$ cat config.mk
export PLATFORM = sky130hd
export DESIGN_NAME = mult4_seq
export DESIGN_NICKNAME = d
export VERILOG_FILES = /design/src/rtl/mult4_seq.sv
export SDC_FILE = /design/constraint.sdc
export NUM_CORES = 1
export LEC_CHECK = 0
export ABC_AREA = 1
export CAP_MARGIN = 25
export CORE_MARGIN = 5
export CORE_UTILIZATION = 29
export CTS_BUF_LIST = sky130_fd_sc_hd__clkbuf_8 sky130_fd_sc_hd__clkbuf_16
export DETAILED_ROUTE_END_ITERATION = 7
export PLACE_DENSITY = 0.58
export SYNTH_ARGS = -nofsm -noshare
export SYNTH_HDL_FRONTEND = slang
export SYNTH_SLANG_ARGS = --single-unit
export TNS_END_PERCENT = 50
$ cat constraint.sdc
create_clock -name clk -period 3.2 [get_ports clk]
set_clock_uncertainty 0.05 [all_clocks]
set_input_delay 0.32 -clock clk [delete_from_list [all_inputs] [get_ports clk]]
set_output_delay 0.32 -clock clk [all_outputs]
set_load 0.02 [all_outputs]
$ cat src/rtl/mult4_seq.sv
// Sequential 4x4 unsigned multiplier: one shift-add step per RUN cycle through
// a single 4-bit adder, product loaded on the RUN->DONE transition.
module mult4_seq (
    input  logic       clk,
    input  logic       rst,
    input  logic       start,
    input  logic [3:0] a,
    input  logic [3:0] b,
    output logic       busy,
    output logic       done,
    output logic [7:0] product,
    output logic [1:0] dbg_state
);

    typedef enum logic [1:0] {
        IDLE = 2'd0,
        RUN  = 2'd1,
        DONE = 2'd2
    } state_t;

    state_t     state_q;
    logic [1:0] cnt_q;
    logic [3:0] acc_q;
    logic [3:0] mcand_q;
    logic [3:0] mplr_q;
    logic [7:0] product_q;
    logic       busy_q;
    logic       done_q;

    logic [4:0] step_sum;
    logic [3:0] acc_d;
    logic [3:0] mplr_d;

    // One shift-add step: add on mplr[0], then shift {c,s,mplr} right by one.
    always_comb begin
        step_sum = {1'b0, acc_q};
        if (mplr_q[0]) begin
            step_sum = {1'b0, acc_q} + {1'b0, mcand_q};
        end
        acc_d  = step_sum[4:1];
        mplr_d = {step_sum[0], mplr_q[3:1]};
    end

    always_ff @(posedge clk) begin
        if (rst) begin
            state_q   <= IDLE;
            cnt_q     <= 2'd0;
            acc_q     <= 4'd0;
            mcand_q   <= 4'd0;
            mplr_q    <= 4'd0;
            product_q <= 8'h00;
            busy_q    <= 1'b0;
            done_q    <= 1'b0;
        end else begin
            case (state_q)
                IDLE: begin
                    if (start) begin
                        mcand_q <= a;
                        mplr_q  <= b;
                        acc_q   <= 4'd0;
                        cnt_q   <= 2'd0;
                        busy_q  <= 1'b1;
                        state_q <= RUN;
                    end
                end
                RUN: begin
                    acc_q  <= acc_d;
                    mplr_q <= mplr_d;
                    cnt_q  <= cnt_q + 2'd1;
                    if (cnt_q == 2'd3) begin
                        product_q <= {acc_d, mplr_d};
                        busy_q    <= 1'b0;
                        done_q    <= 1'b1;
                        state_q   <= DONE;
                    end
                end
                DONE: begin
                    done_q  <= 1'b0;
                    state_q <= IDLE;
                end
                default: begin
                    busy_q  <= 1'b0;
                    done_q  <= 1'b0;
                    state_q <= IDLE;
                end
            endcase
        end
    end

    assign busy      = busy_q;
    assign done      = done_q;
    assign product   = product_q;
    assign dbg_state = state_q;

endmodule

Yosys cells after proc, flatten, opt, wreduce, memory -nomap -nowiden
Cells that the tools add are included.

Register bits after elaboration: 26. Input bits: 11. Output and inout port bits: 12. Word-level logic and storage cells: 40.

Add/subtract/negate cells: 2. Eq/ne operators: 5. Muxes and demuxes: 15. Bitwise operators: 2. Reductions and logical operators: 8.

Operator list (number): 4-bit case mux with 2 select lines (2); 2-bit AND reduction (5); 4-bit two-way mux (2); 2-bit case mux with 2 select lines (2); 2-bit two-way mux (3); 4-bit by 4-bit adder with 5-bit output (1); 5-bit two-way mux (1); 2-bit == test (second input constant) (2); 2-bit inequality test (second input constant) (2); 1-bit two-way mux (3); 1-bit case mux with 3 select lines (1); 3-bit AND reduction (1); 2-bit by 1-bit adder with 2-bit output (second input constant) (1); 2-bit by 1-bit == test with 1-bit output (second input constant) (1); 2-bit zero test (1); 1-bit NOT (2); 1-bit case mux with 2 select lines (1); 2-bit nonzero test (1).

Logic depth before layout (Yosys ltp)
Depth after elaboration: 3. Gate-level depth with buffers: 9. Mapped depth without buffers: 9.

Least setup slack after synthesis
Ideal clock, no wire load.

Path type: register to register. From: register acc_q[0]. To: register acc_q[3]. Library setup time: 0.121 ns. Arrival time: 1.433 ns. Data required time: 3.029 ns. Path slack: 1.596 ns. Stages on the path, launching flop included: 8. Path buffers: 0. Period minus slack after synthesis: 1.604 ns. Cells stage by stage: dfxtp_1 ha_1 fa_1 nand2_1 a21oi_1 or2_2 nand3_1 a21oi_2.

Cells in the longest elaborated chain, start to end: 3.

Ends and longest elaborated chain: start, declared (line 23) `logic [3:0] acc_q;`; start signal, assigned (line 48) `acc_q <= 4'd0;`; start signal, assigned (line 60) `acc_q <= 4'd0;`; start signal, assigned (line 67) `acc_q <= acc_d;`; 4-bit by 4-bit adder with 5-bit output (line 38) `step_sum = {1'b0, acc_q} + {1'b0, mcand_q};`; 5-bit two-way mux (line 37) `if (mplr_q[0]) begin`; 4-bit case mux with 2 select lines (line 55) `case (state_q)`.

No other way between the ends. A chain may end at the register's enable or synchronous reset.

Worst setup path in the final report
Ends and elaborated chain as after synthesis.

==> impl_metrics.env <==
export IMPL_hpwlAfterDp_mm=1.99
export IMPL_ctsResizeCount=0
export IMPL_final_cell_mix="27 x nand2_1, 26 x dfxtp_1, 22 x clkdlybuf4s50_1"
export IMPL_yosysWarnings=0
export IMPL_crit_path_max_fanout=3
export IMPL_cts_tree="done"
export IMPL_fmax_mhz=580
export IMPL_clk_pin_slew_worst_paths_ns=0.09
export IMPL_max_slew_worst_pin_slew_ns=0.415
export IMPL_peakVddDrop_v=0.000205
export IMPL_path_class="reg -> reg"
export IMPL_min_period_over_period_pct=53.9
export IMPL_antenna_cells=0
export IMPL_timing_critical_path_buf_inv=0
export IMPL_drv_cap=0
export IMPL_drive_above_1_share_pct=16.8
export IMPL_critPathMaxStageDelay_ns=0.39
export IMPL_avgViaCountPerCell=4.48
export IMPL_rr_startpoint="acc_q[0]"
export IMPL_synth_compound_area_share_pct=18.6
export IMPL_die_x_um=75.3
export IMPL_cts_path_max_buffers=2
export IMPL_synth_area_leaders="dfxtp_1 42%, nand2_1 8.2%, o21ai_0 6.9%"
export IMPL_dieArea_sq_um=5670
export IMPL_slowest_stage="fa_1"
export IMPL_period_minus_slack_ns=1.72
export IMPL_avgSynthCellArea_sq_um=8.24
export IMPL_preCtsSetupSlack_ns=1.35
export IMPL_synth_seq_cells=26
export IMPL_grt_usage_pct=9.99
export IMPL_min_path_type="reg -> reg"
export IMPL_drc=0
export IMPL_synth_seq_area_share_pct=42.1
export IMPL_nFillCells=418
export IMPL_fp_row_count=23
export IMPL_crit_chain="ha_1 -> fa_1 -> nand2_1 -> a21oi_1 -> or2_2 -> nand3_1 -> a21oi_2"
export IMPL_yosys_area_top_type_share_pct=42.1
export IMPL_core_region_area_sq_um=4060
export IMPL_synth_simple_gate_area_share_pct=24.2
export IMPL_worstPathRequired_ns=3.30
export IMPL_drt_wl_total_mm=2.55
export IMPL_grt_pass1_vias=973
export IMPL_intPower_w=0.000487
export IMPL_grt_pass1_wl_mm=4.45
export IMPL_slew_headroom_pct=72.2
export IMPL_synth_top_area_cell="dfxtp_1"
export IMPL_synth_top_family_by_area="simple AND/OR/NAND/NOR gates"
export IMPL_status="completed"
export IMPL_nets=191
export IMPL_finalHoldViolations=0
export IMPL_layout_setup_ws_ns=1.48
export IMPL_postCtsHoldBufs=0
export IMPL_start_util_pct=30.5
export IMPL_routabilityCongestion=0.804
export IMPL_startpoint="acc_q[0]"
export IMPL_clkLatencyLatePin_ns=0.27
export IMPL_vias=1000
export IMPL_grt_antenna_before_repair=0
export IMPL_clock_sinks=26
export IMPL_synth_mux_area_fraction_pct=0
export IMPL_ios=23
export IMPL_cts_max_level=1
export IMPL_syn_area_sq_um=1240
export IMPL_antenna_left=0
export IMPL_wire_per_inst_um=11.4
export IMPL_p_switching_w=0.000172
export IMPL_overflow=0
export IMPL_seqPwrFrac_pct=53.0
export IMPL_final_max_slew_viol_count=0
export IMPL_yosys_area_share_adder_pct=6.68
export IMPL_combPwrFrac_pct=14.6
export IMPL_clockPowerShare_pct=32.4
export IMPL_power_switching_share_pct=26.1
export IMPL_setup_viol=0
export IMPL_placed_cell_area_sq_um=1490
export IMPL_cp_start_kind="flip-flop"
export IMPL_portBuffers=22
export IMPL_crit_arrival_ns=1.82
export IMPL_leakage_nw=0.662
export IMPL_synth_xor_area_share_pct=0
export IMPL_ys_types=25
export IMPL_grt_max_degree=20
export IMPL_numCtsBuffers=3
export IMPL_netlist_instances=150
export IMPL_drt_pass1_iter_count=4
export IMPL_critPathTopFamily="adder cells"
export IMPL_chipHeight_um=75.3
export IMPL_area_delta_synth_final_pct=24.9
export IMPL_post_cts_buffers=0
export IMPL_crit_path_end_kind="flip-flop"
export IMPL_drtIter0Drc=27
export IMPL_final_area_sq_um=1540
export IMPL_final_common_cell="nand2_1"
export IMPL_tns_ns=0
export IMPL_cts_root_buf="clkbuf_8"
export IMPL_cellPowerDensity_nw_per_um2=427
export IMPL_holdCritStartpoint="cnt_q[0]"
export IMPL_synth_nets=167
export IMPL_grt_setup_unrepaired="no"
-- flip-flops by register name, summed over array words and instances (netlist names) --
signal / count
acc_q: 4
busy: 1
cnt_q: 2
dbg_state: 2
done: 1
mcand_q: 4
mplr_q: 4
product: 8
-- cell type report --
type                    count  area, sq um  share of cell area [%]
well taps                  50         62.6                    4.05
repair buffers             22          220                    14.3
inverters                  19         73.8                    4.78
multi-input cells         102          612                    39.6
clock buffers               4         55.1                    3.57
flip-flops and latches     26          520                    33.7
-- cells in the mapped netlist (all sizes together) --
cell type / instances
inv: 19
o21ai: 18
buf: 3
fa: 1
nand2: 35
o21bai: 1
ha: 5
o221ai: 1
dfxtp: 26
nand3: 12
o31ai: 1
o21a: 1
or2: 2
nor2: 11
a211oi: 1
a21oi: 13
-- cells by family after synthesis --
| family | after synthesis |
|---|---|
| buffers and inverters | 22 |
| AND/OR/NAND/NOR | 60 |
| adder cells (fa/ha/maj) | 6 |
| AO/OA/AOI/OAI | 36 |
| flip-flops | 26 |
-- path summary, 6_finish.rpt --
| path | to | slack, ns | cells after the start |
|---|---|---|---|
| worst max-delay path | acc_q[3] | 1.48 | 7 |
| worst min-delay path | cnt_q[0] | 0.41 | 1 |
| worst max register to register | acc_q[3] | 1.48 | 7 |
| worst min register to register | cnt_q[0] | 0.41 | 1 |
-- metal layers --
metal / wire length (um) / up-vias / global-route usage [%]
li1: - / 538 / -
met1: 1290 / 444 / 14.6
met2: 1140 / 13 / 14.7
met3: 99 / 5 / 2.24
met4: 26 / 0 / 2.91
met5: 0 / - / 0
-- through the flow --
stage	std cells	power, W	utilization [%]	hold WS [ns]
2_1_floorplan	150	0.000428	-	0.379
3_3_place_gp	219	0.000454	36.7	0.399
3_5_place_dp	219	0.000455	36.7	0.402
4_1_cts	223	0.000666	38.1	0.415
5_1_grt	223	0.000694	38.1	0.447
6_report	223	0.000659	38.1	0.412
-- power groups by stage --
stage,clock (W),combinational (W),sequential [W]
6_report,0.000213,0.0000965,0.000349
2_1_floorplan,0,0.0000699,0.000358
3_5_place_dp,0,0.0000976,0.000357
5_1_grt,0.000231,0.000110,0.000352
4_1_cts,0.000218,0.0000981,0.000350
3_3_place_gp,0,0.0000969,0.000358
(Power assumes the default switching activity.)
